==> config.mk <==
export PLATFORM = sky130hd
export DESIGN_NAME = sw_pe_array_ctrl
export DESIGN_NICKNAME = d
export VERILOG_FILES = /design/src/rtl/sw_pe_array_ctrl.sv
export SDC_FILE = /design/constraint.sdc
export NUM_CORES = 2
export LEC_CHECK = 0
export ABC_AREA = 1
export BUFFER_PORTS_ARGS = -buffer_cell sky130_fd_sc_hd__buf_4
export CORE_UTILIZATION = 49
export CTS_BUF_LIST = sky130_fd_sc_hd__clkbuf_8
export CTS_CLUSTER_SIZE = 40
export DETAILED_ROUTE_END_ITERATION = 12
export HOLD_SLACK_MARGIN = 0.08
export SLEW_MARGIN = 15
export SYNTH_ARGS = -nofsm -noshare
export SYNTH_HDL_FRONTEND = slang
export SYNTH_SLANG_ARGS = --single-unit
==> constraint.sdc <==
create_clock -name clk -period 31.6 [get_ports clk]
set_input_delay 6.32 -clock clk [delete_from_list [all_inputs] [get_ports clk]]
set_output_delay 6.32 -clock clk [all_outputs]
set_load 0.005 [all_outputs]
==> src/rtl/sw_pe_array_ctrl.sv <==
// Affine-gap Smith-Waterman controller with a systolic PE array.
// A query S (up to PE_NUM bases) is loaded one base per PE, then the database
// T is streamed through PE0. Every PE evaluates one cell per advancing cycle.
// The best local score is tracked with its (S, T) end coordinates.
//
// Ports
//   clk, rst_n                          clock, async active-low reset
//   i_match/i_mismatch/i_gap_open/i_gap_ext  scoring parameters (static per job)
//   i_start, i_clear                    job start (IDLE only), synchronous abort
//   i_s_len, i_t_len                    job lengths, latched at start
//   i_s_base/i_s_valid/o_s_ready        S load handshake
//   i_t_base/i_t_valid/o_t_ready        T stream handshake
//   o_busy, o_done                      not-IDLE flag, one-cycle result pulse
//   o_score, o_s_end, o_t_end           best score and its 0-based end cell

// One array cell. It holds its S base and its previous-column state:
// H(k,j-1), E(k,j-1) and the diagonal H(k-1,j-1). It registers H, F, the
// T base and the T index for the next cell.
module sw_pe #(
  parameter int SCORE_W = 10,
  parameter int T_LEN_W = 12
) (
  input  logic               clk,
  input  logic               rst_n,
  input  logic               i_clr,
  input  logic               i_adv,
  input  logic               i_en,
  input  logic               i_ld,
  input  logic [1:0]         i_ld_base,
  input  logic [SCORE_W-1:0] i_match,
  input  logic [SCORE_W-1:0] i_mismatch,
  input  logic [SCORE_W-1:0] i_gap_open,
  input  logic [SCORE_W-1:0] i_gap_ext,
  input  logic               i_v,
  input  logic [1:0]         i_t,
  input  logic [T_LEN_W-1:0] i_tj,
  input  logic [SCORE_W-1:0] i_h,
  input  logic [SCORE_W-1:0] i_f,
  output logic               o_v,
  output logic [1:0]         o_t,
  output logic [T_LEN_W-1:0] o_tj,
  output logic [SCORE_W-1:0] o_h,
  output logic [SCORE_W-1:0] o_f
);
  function automatic logic [SCORE_W-1:0] sub_sat(input logic [SCORE_W-1:0] a, input logic [SCORE_W-1:0] b);
    return (a > b) ? a - b : '0;
  endfunction

  function automatic logic [SCORE_W-1:0] add_sat(input logic [SCORE_W-1:0] a, input logic [SCORE_W-1:0] b);
    logic [SCORE_W:0] s;
    s = {1'b0, a} + {1'b0, b};
    return s[SCORE_W] ? '1 : s[SCORE_W-1:0];
  endfunction

  function automatic logic [SCORE_W-1:0] max2(input logic [SCORE_W-1:0] a, input logic [SCORE_W-1:0] b);
    return (a > b) ? a : b;
  endfunction

  logic [1:0]         s_q, s_d, t_q, t_d;
  logic               v_q, v_d;
  logic [T_LEN_W-1:0] tj_q, tj_d;
  logic [SCORE_W-1:0] h_q, h_d, e_q, e_d, f_q, f_d, dg_q, dg_d;
  logic [SCORE_W-1:0] sub_h, e_new, f_new, h_new;

  // Scores are unsigned, so the max with 0 in the H recurrence is implicit.
  always_comb begin
    sub_h = (s_q == i_t) ? add_sat(dg_q, i_match) : sub_sat(dg_q, i_mismatch);
    e_new = max2(sub_sat(h_q, i_gap_open), sub_sat(e_q, i_gap_ext));
    f_new = max2(sub_sat(i_h, i_gap_open), sub_sat(i_f, i_gap_ext));
    h_new = max2(sub_h, max2(e_new, f_new));
  end

  always_comb begin
    s_d  = s_q;
    v_d  = v_q;
    t_d  = t_q;
    tj_d = tj_q;
    h_d  = h_q;
    e_d  = e_q;
    f_d  = f_q;
    dg_d = dg_q;
    if (i_ld) s_d = i_ld_base;
    if (i_adv) begin
      v_d = i_v & i_en;
      // Bubbles leave the column state untouched; only real cells move it.
      if (i_v && i_en) begin
        t_d  = i_t;
        tj_d = i_tj;
        h_d  = h_new;
        e_d  = e_new;
        f_d  = f_new;
        dg_d = i_h;
      end
    end
    if (i_clr) begin
      s_d  = '0;
      v_d  = 1'b0;
      t_d  = '0;
      tj_d = '0;
      h_d  = '0;
      e_d  = '0;
      f_d  = '0;
      dg_d = '0;
    end
  end

  always_ff @(posedge clk or negedge rst_n) begin
    if (!rst_n) begin
      s_q  <= '0;
      v_q  <= 1'b0;
      t_q  <= '0;
      tj_q <= '0;
      h_q  <= '0;
      e_q  <= '0;
      f_q  <= '0;
      dg_q <= '0;
    end else begin
      s_q  <= s_d;
      v_q  <= v_d;
      t_q  <= t_d;
      tj_q <= tj_d;
      h_q  <= h_d;
      e_q  <= e_d;
      f_q  <= f_d;
      dg_q <= dg_d;
    end
  end

  assign o_v  = v_q;
  assign o_t  = t_q;
  assign o_tj = tj_q;
  assign o_h  = h_q;
  assign o_f  = f_q;
endmodule

module sw_pe_array_ctrl #(
  parameter int PE_NUM  = 8,
  parameter int SCORE_W = 10,
  parameter int T_LEN_W = 12,
  parameter int S_IDX_W = $clog2(PE_NUM) + 1
) (
  input  logic               clk,
  input  logic               rst_n,
  input  logic [SCORE_W-1:0] i_match,
  input  logic [SCORE_W-1:0] i_mismatch,
  input  logic [SCORE_W-1:0] i_gap_open,
  input  logic [SCORE_W-1:0] i_gap_ext,
  input  logic               i_start,
  input  logic               i_clear,
  input  logic [S_IDX_W-1:0] i_s_len,
  input  logic [T_LEN_W-1:0] i_t_len,
  input  logic [1:0]         i_s_base,
  input  logic               i_s_valid,
  output logic               o_s_ready,
  input  logic [1:0]         i_t_base,
  input  logic               i_t_valid,
  output logic               o_t_ready,
  output logic               o_busy,
  output logic               o_done,
  output logic [SCORE_W-1:0] o_score,
  output logic [S_IDX_W-1:0] o_s_end,
  output logic [T_LEN_W-1:0] o_t_end
);
  typedef enum logic [2:0] {IDLE, LOAD, CALC, DRAIN, DONE} state_e;

  state_e             state_q, state_d;
  logic [S_IDX_W-1:0] s_len_q, s_len_d, k_q, k_d, drn_q, drn_d, s_end_q, s_end_d;
  logic [T_LEN_W-1:0] t_len_q, t_len_d, t_cnt_q, t_cnt_d, t_end_q, t_end_d;
  logic [SCORE_W-1:0] best_q, best_d;
  logic               s_ready_q, s_ready_d, t_ready_q, t_ready_d;
  logic               busy_q, busy_d, done_q, done_d;

  logic s_beat, t_beat, adv, pe_clr;

  logic [PE_NUM-1:0]              pe_v, pe_en, pe_ld, c_v;
  logic [PE_NUM-1:0][1:0]         pe_t, c_t;
  logic [PE_NUM-1:0][T_LEN_W-1:0] pe_tj, c_tj;
  logic [PE_NUM-1:0][SCORE_W-1:0] pe_h, pe_f, c_h, c_f;

  logic [SCORE_W-1:0] scan_h;
  logic [S_IDX_W-1:0] scan_k;
  logic [T_LEN_W-1:0] scan_j;
  logic               unused_tail;

  // Ready flops are only high in LOAD/CALC, so a beat implies the state.
  assign s_beat = i_s_valid & s_ready_q;
  assign t_beat = i_t_valid & t_ready_q;
  assign adv    = t_beat | (state_q == DRAIN);
  assign pe_clr = i_clear | ((state_q == IDLE) & i_start);

  // PE0 sees the row -1 boundary (H=F=0) and the incoming T beat.
  assign c_v  = {pe_v[PE_NUM-2:0], t_beat};
  assign c_t  = {pe_t[PE_NUM-2:0], i_t_base};
  assign c_tj = {pe_tj[PE_NUM-2:0], t_cnt_q};
  assign c_h  = {pe_h[PE_NUM-2:0], {SCORE_W{1'b0}}};
  assign c_f  = {pe_f[PE_NUM-2:0], {SCORE_W{1'b0}}};

  for (genvar g = 0; g < PE_NUM; g++) begin : g_pe
    assign pe_en[g] = (s_len_q > S_IDX_W'(g));
    assign pe_ld[g] = s_beat && (k_q == S_IDX_W'(g));
    sw_pe #(.SCORE_W(SCORE_W), .T_LEN_W(T_LEN_W)) u_pe (
      .clk        (clk),
      .rst_n      (rst_n),
      .i_clr      (pe_clr),
      .i_adv      (adv),
      .i_en       (pe_en[g]),
      .i_ld       (pe_ld[g]),
      .i_ld_base  (i_s_base),
      .i_match    (i_match),
      .i_mismatch (i_mismatch),
      .i_gap_open (i_gap_open),
      .i_gap_ext  (i_gap_ext),
      .i_v        (c_v[g]),
      .i_t        (c_t[g]),
      .i_tj       (c_tj[g]),
      .i_h        (c_h[g]),
      .i_f        (c_f[g]),
      .o_v        (pe_v[g]),
      .o_t        (pe_t[g]),
      .o_tj       (pe_tj[g]),
      .o_h        (pe_h[g]),
      .o_f        (pe_f[g])
    );
  end

  assign unused_tail = ^{pe_t[PE_NUM-1], pe_f[PE_NUM-1]};

  // Strictly-greater scan in ascending PE order: ties keep the current best
  // (earlier cycle) or the lowest PE index within this cycle.
  always_comb begin
    scan_h = best_q;
    scan_k = s_end_q;
    scan_j = t_end_q;
    for (int i = 0; i < PE_NUM; i++) begin
      if (pe_v[i] && (pe_h[i] > scan_h)) begin
        scan_h = pe_h[i];
        scan_k = S_IDX_W'(i);
        scan_j = pe_tj[i];
      end
    end
  end

  always_comb begin
    state_d = state_q;
    s_len_d = s_len_q;
    t_len_d = t_len_q;
    k_d     = k_q;
    t_cnt_d = t_cnt_q;
    drn_d   = drn_q;
    best_d  = best_q;
    s_end_d = s_end_q;
    t_end_d = t_end_q;
    if (adv) begin
      best_d  = scan_h;
      s_end_d = scan_k;
      t_end_d = scan_j;
    end
    case (state_q)
      IDLE: begin
        if (i_start) begin
          s_len_d = i_s_len;
          t_len_d = i_t_len;
          k_d     = '0;
          t_cnt_d = '0;
          drn_d   = '0;
          best_d  = '0;
          s_end_d = '0;
          t_end_d = '0;
          if ((i_s_len == '0) || (i_s_len > S_IDX_W'(PE_NUM)) || (i_t_len == '0))
            state_d = DONE;
          else
            state_d = LOAD;
        end
      end
      LOAD: begin
        if (s_beat) begin
          k_d = k_q + S_IDX_W'(1);
          if (k_q == s_len_q - S_IDX_W'(1)) state_d = CALC;
        end
      end
      CALC: begin
        if (t_beat) begin
          t_cnt_d = t_cnt_q + T_LEN_W'(1);
          if (t_cnt_q == t_len_q - T_LEN_W'(1)) state_d = DRAIN;
        end
      end
      // s_len bubble cycles flush the last column out of PE s_len-1 and
      // into the best register.
      DRAIN: begin
        drn_d = drn_q + S_IDX_W'(1);
        if (drn_q == s_len_q - S_IDX_W'(1)) state_d = DONE;
      end
      DONE:    state_d = IDLE;
      default: state_d = IDLE;
    endcase
    if (i_clear) begin
      state_d = IDLE;
      best_d  = '0;
      s_end_d = '0;
      t_end_d = '0;
    end
  end

  always_comb begin
    s_ready_d = (state_d == LOAD);
    t_ready_d = (state_d == CALC);
    busy_d    = (state_d != IDLE);
    done_d    = (state_q == DONE) && !i_clear;
  end

  always_ff @(posedge clk or negedge rst_n) begin
    if (!rst_n) begin
      state_q   <= IDLE;
      s_len_q   <= '0;
      t_len_q   <= '0;
      k_q       <= '0;
      t_cnt_q   <= '0;
      drn_q     <= '0;
      best_q    <= '0;
      s_end_q   <= '0;
      t_end_q   <= '0;
      s_ready_q <= 1'b0;
      t_ready_q <= 1'b0;
      busy_q    <= 1'b0;
      done_q    <= 1'b0;
    end else begin
      state_q   <= state_d;
      s_len_q   <= s_len_d;
      t_len_q   <= t_len_d;
      k_q       <= k_d;
      t_cnt_q   <= t_cnt_d;
      drn_q     <= drn_d;
      best_q    <= best_d;
      s_end_q   <= s_end_d;
      t_end_q   <= t_end_d;
      s_ready_q <= s_ready_d;
      t_ready_q <= t_ready_d;
      busy_q    <= busy_d;
      done_q    <= done_d;
    end
  end

  assign o_s_ready = s_ready_q;
  assign o_t_ready = t_ready_q;
  assign o_busy    = busy_q;
  assign o_done    = done_q;
  assign o_score   = best_q;
  assign o_s_end   = s_end_q;
  assign o_t_end   = t_end_q;
endmodule

==> impl_summary.txt <==
----------------------------------------------------
[Outcome]
  Run status ... finished, final reports clean

[STA]
  Final Max Tran Viols ... 0
  Final-layout setup total negative slack ... 0 ns
  Crit path time final ... between 15 and 20 ns
  Period utilisation layout ... roughly half
  Slew Limit Headroom ... roughly 20%
  RSZ-0062 raised after global routing ... no
  Total setup violations reported at the end of the flow ... 0
  Slew at the pin with the worst max-slew slack ... ~1.2 ns
  Clock tree skew after final layout ... ~0.034 ns
  Total count of hold-check failures in the final report ... 0
  Fmax ... just over 0.06 GHz
  Post-route worst hold slack ... roughly 0.50 ns

[Route]
  Total length of routed wires ... between 150 and 200 mm
  Via-to-Cell Ratio ... approximately 5.7
  Vias after detailed routing ... just under 50000
  Number of detailed-routing iterations run before antenna repair ... 6
  DRC violation count after routing ... 0
  Routed Antenna Nets ... 0
  Iteration-0 DRC Markers ... between 3000 and 4000
  Routed wire length per instance ... a little over 20 microns

[Pwr]
  Reported leakage power ... roughly 29 nW
  Final total power ... between 1.5 and 2 mW
  Power density over cell area ... 31.8 mW/mm^2
  VDD IR max ... roughly 0.000036 V

[Setup path]
  Largest stage delay on the critical path ... 0.63 ns
  Worst setup path category ... reg2reg
  Critical Path Fanout Max ... 47
  Crit path top cell by count ... nand2_1
  Worst EP arrival ... roughly 17 ns
  Worst reg-to-reg path cell count ... approximately 100
  Launch instance of the worst register-to-register path ... o_score[3]
  FF-to-FF setup slack ... 15.57 ns
  Critical-path top delay cell ... nand2_2
  Kind of end point of the critical path ... register
  Capturing point of the worst reg2reg path ... o_s_end[2]
  Startpoint type of the worst setup path ... register
  Data required time of the worst path ... between 30 and 40 ns

[Placed design]
  DP HPWL ... 135 mm
  IO Port Bufs ... between 90 and 100
  GPL Wtd Cong ... around 0.95

[Flow run]
  Count of maximum capacitance violations ... 0

[Floorplan]
  Std cell rows ... about 120
  Overall die area ... about 0.10 sq mm
  DIE HEIGHT ... about 320 microns
  Core Region ... between 0.1 and 0.15 sq mm
  I/O pin total ... 96
  Die boundary width ... about 320 microns
  Starting Density ... 49.7%

[Clock network]
  Insertion delay to the later sink of the worst-skew pair ... about 0.8 ns
  Post-cts gate resize count ... 0
  Clock tree root buffer cell ... clkbuf_8
  Post-CTS Setup Repair Bufs ... 0
  Number of H-tree branching levels ... 3
  # clock sinks ... approximately 500
  TritonCTS clock tree ... yes
  Clock slew seen by the registers of the worst setup and hold paths ... around 0.070 ns
  Hold bufs inserted after CTS ... 0
  Clock buffers created by TritonCTS ... 98
  Buffer depth of the longest clock path ... 3

[Worst hold path]
  Sink of the worst hold path ... g_pe[7].u_pe.o_v
  Hold path startpoint ... g_pe[7].u_pe.o_v
  Path type of the worst min-delay path ... reg2reg
  Hold Path Stages ... 2

[Finish]
  Fillers ... approximately 10000
  Area taken by flip-flops and latches ... 0.0126 sq mm
  Post-layout nets ... roughly 8000
  Total area of multi-input combinational cells ... about 0.033 sq mm
  Fraction of layout cells with a size suffix above 1 ... under 10%
  Area added between synthesis and finish ... 8.91%

[Synth]
  Unique cell type count in the Yosys netlist ... 58
  Post-Synthesis Mean Instance Area ... about 7 sq um
  Number of synthesized flops with an enable pin ... 0
  Most frequently used flop master after synthesis ... dfrtp_1
  Portion of synthesized cell area occupied by the leading cell type ... between 20% and 30%
  Area of the mapped netlist ... between 0.05 and 0.06 sq mm
  Yosys warning count ... 0
  Cell taking the most area after synthesis ... dfrtp_1
  Synthesized netlist cell count ... 7084
  Most common cell in the netlist ... nand2_1
  Fraction of synthesis flops using an asynchronous set or reset pin ... between 90% and 100%
  Top cell types by occurrence after synthesis ... nand2_1, inv_1, o21ai_0, ha_1, nor2_1
  Main area contributors after synthesis ... dfrtp_1, ha_1, nand2_1, o21ai_0, inv_1
  Sequential share of the synthesized area ... ~25%
  Number of synthesized register bits ... between 500 and 600

[Global route]
  Most used routing layer ... met2
  Maximum number of pins on one net before global-route repair ... around 150
  Global-route track usage on met3 ... under 10%
  Number of antenna violations at the first check in global routing ... 12
  Remaining global-route overflow ... 0
  Met1 usage ... about 47%
  Wire length of the first global-routing pass ... ~270 mm
  GRT met2 Usage ... between 50% and 60%
  Overall track demand over capacity in global routing ... around 34%
  Via count of the first global-routing pass ... about 46000

----------------------------------------------------
## sequential cells by signal, indices dropped and copies added (netlist names), 14 cells and up
signal	flops
g_pe.u_pe.e_q	80
g_pe.u_pe.s_q	16
g_pe.u_pe.o_f	70
g_pe.u_pe.dg_q	70
g_pe.u_pe.o_tj	96
g_pe.u_pe.o_h	80
g_pe.u_pe.o_t	14
## worst max-delay path: cells and delay by family (launching register included)
family | cells | cell delay, ns
adders and majority gates | 8 | 2.58
and+or+nand+nor | 57 | 7.25
DFF | 1 | 0.56
AOI/OAI and AO/OA | 20 | 3.16
buffers and inverters | 19 | 2.18
## where the power goes
group | switching (mW) | internal [mW]
clock network | 0.331 | 0.398
logic | 0.244 | 0.104
registers | 0.00641 | 0.650
total | 0.581 | 1.15
## layer usage
metal	vias to the layer above	share of wire, %
met4	0	4.2
met3	318	5.9
met5	-	0
met1	22959	45
li1	24190	-
met2	1465	45
## area by class of cell
class,count,area share [%]
antenna,4,0.0184
clock buffer,125,3.16
clock inverter,48,0.719
inverter,1064,7.33
multi-input combinational,5346,60.1
sequential,503,23.1
tap,1357,3.12
timing repair buffer,175,2.45
## worst max path at each step
| stage | slack (ns) | end | start | cells after the start |
|---|---|---|---|---|
| final | 15.57 | o_s_end[2] | o_score[3] | 104 |
| after global routing | 13.78 | o_t_end[7] | o_score[3] | 105 |
| after CTS | 15.64 | o_s_end[2] | o_score[3] | 104 |
| after detailed placement | 15.75 | o_s_end[2] | o_score[3] | 104 |
| after global placement | 15.89 | o_s_end[2] | o_score[3] | 105 |
| after floorplan | 18.27 | g_pe[5].u_pe.o_h[4] | i_gap_open[1] | 50 |
## kinds of logic (layout without fill, tap and decap cells)
group,after synthesis,after routing,share of synthesized area [%]
and+or+nand+nor,2538,2538,21.6
buffers and inverters,1243,1412,9.47
other,2,14,0.0150
AOI/OAI and AO/OA,1840,1840,20.5
adders and majority gates,798,798,20.5
xor gates and xnor gates,160,160,2.80
DFF,503,503,25.2
## metrics by stage
step | instance area (sq um) | setup WS [ns] | utilization (%) | std cells
final | 54500 | 15.57 | 54.2 | 8622
after global routing | 54500 | 13.78 | 54.2 | 8621
after CTS | 54500 | 15.64 | 54.2 | 8618
after detailed placement | 52400 | 15.75 | 52.1 | 8445
after global placement | 52400 | 15.89 | 52.1 | 8445
after floorplan | 50100 | 18.27 | - | 7092
## cell usage in the layout, fill, tap and decap left out, types with 10 or more instances in the layout
cell and count:
o21a_1 14, clkinv_1 14, a2111oi_0 11, inv_1 1061, nor2_1 507, inv_2 11
nand2_2 21, buf_4 173, a211oi_1 36, and2_1 16, nand3_1 428, a22oi_1 13
o22ai_1 157, o21bai_1 78, nor3_1 85, a221oi_1 11, a21oi_1 451, or2_2 49
dfrtp_1 503, o21ai_0 905, xnor2_1 52, a21o_1 14, o211ai_1 98, nand4_1 70
fa_1 37, ha_1 761, nand2_1 1312, a31oi_1 17, conb_1 10, clkinv_2 13
xor2_1 108, clkbuf_8 125, nand3_2 15
Power figures use the tool's default switching activity.
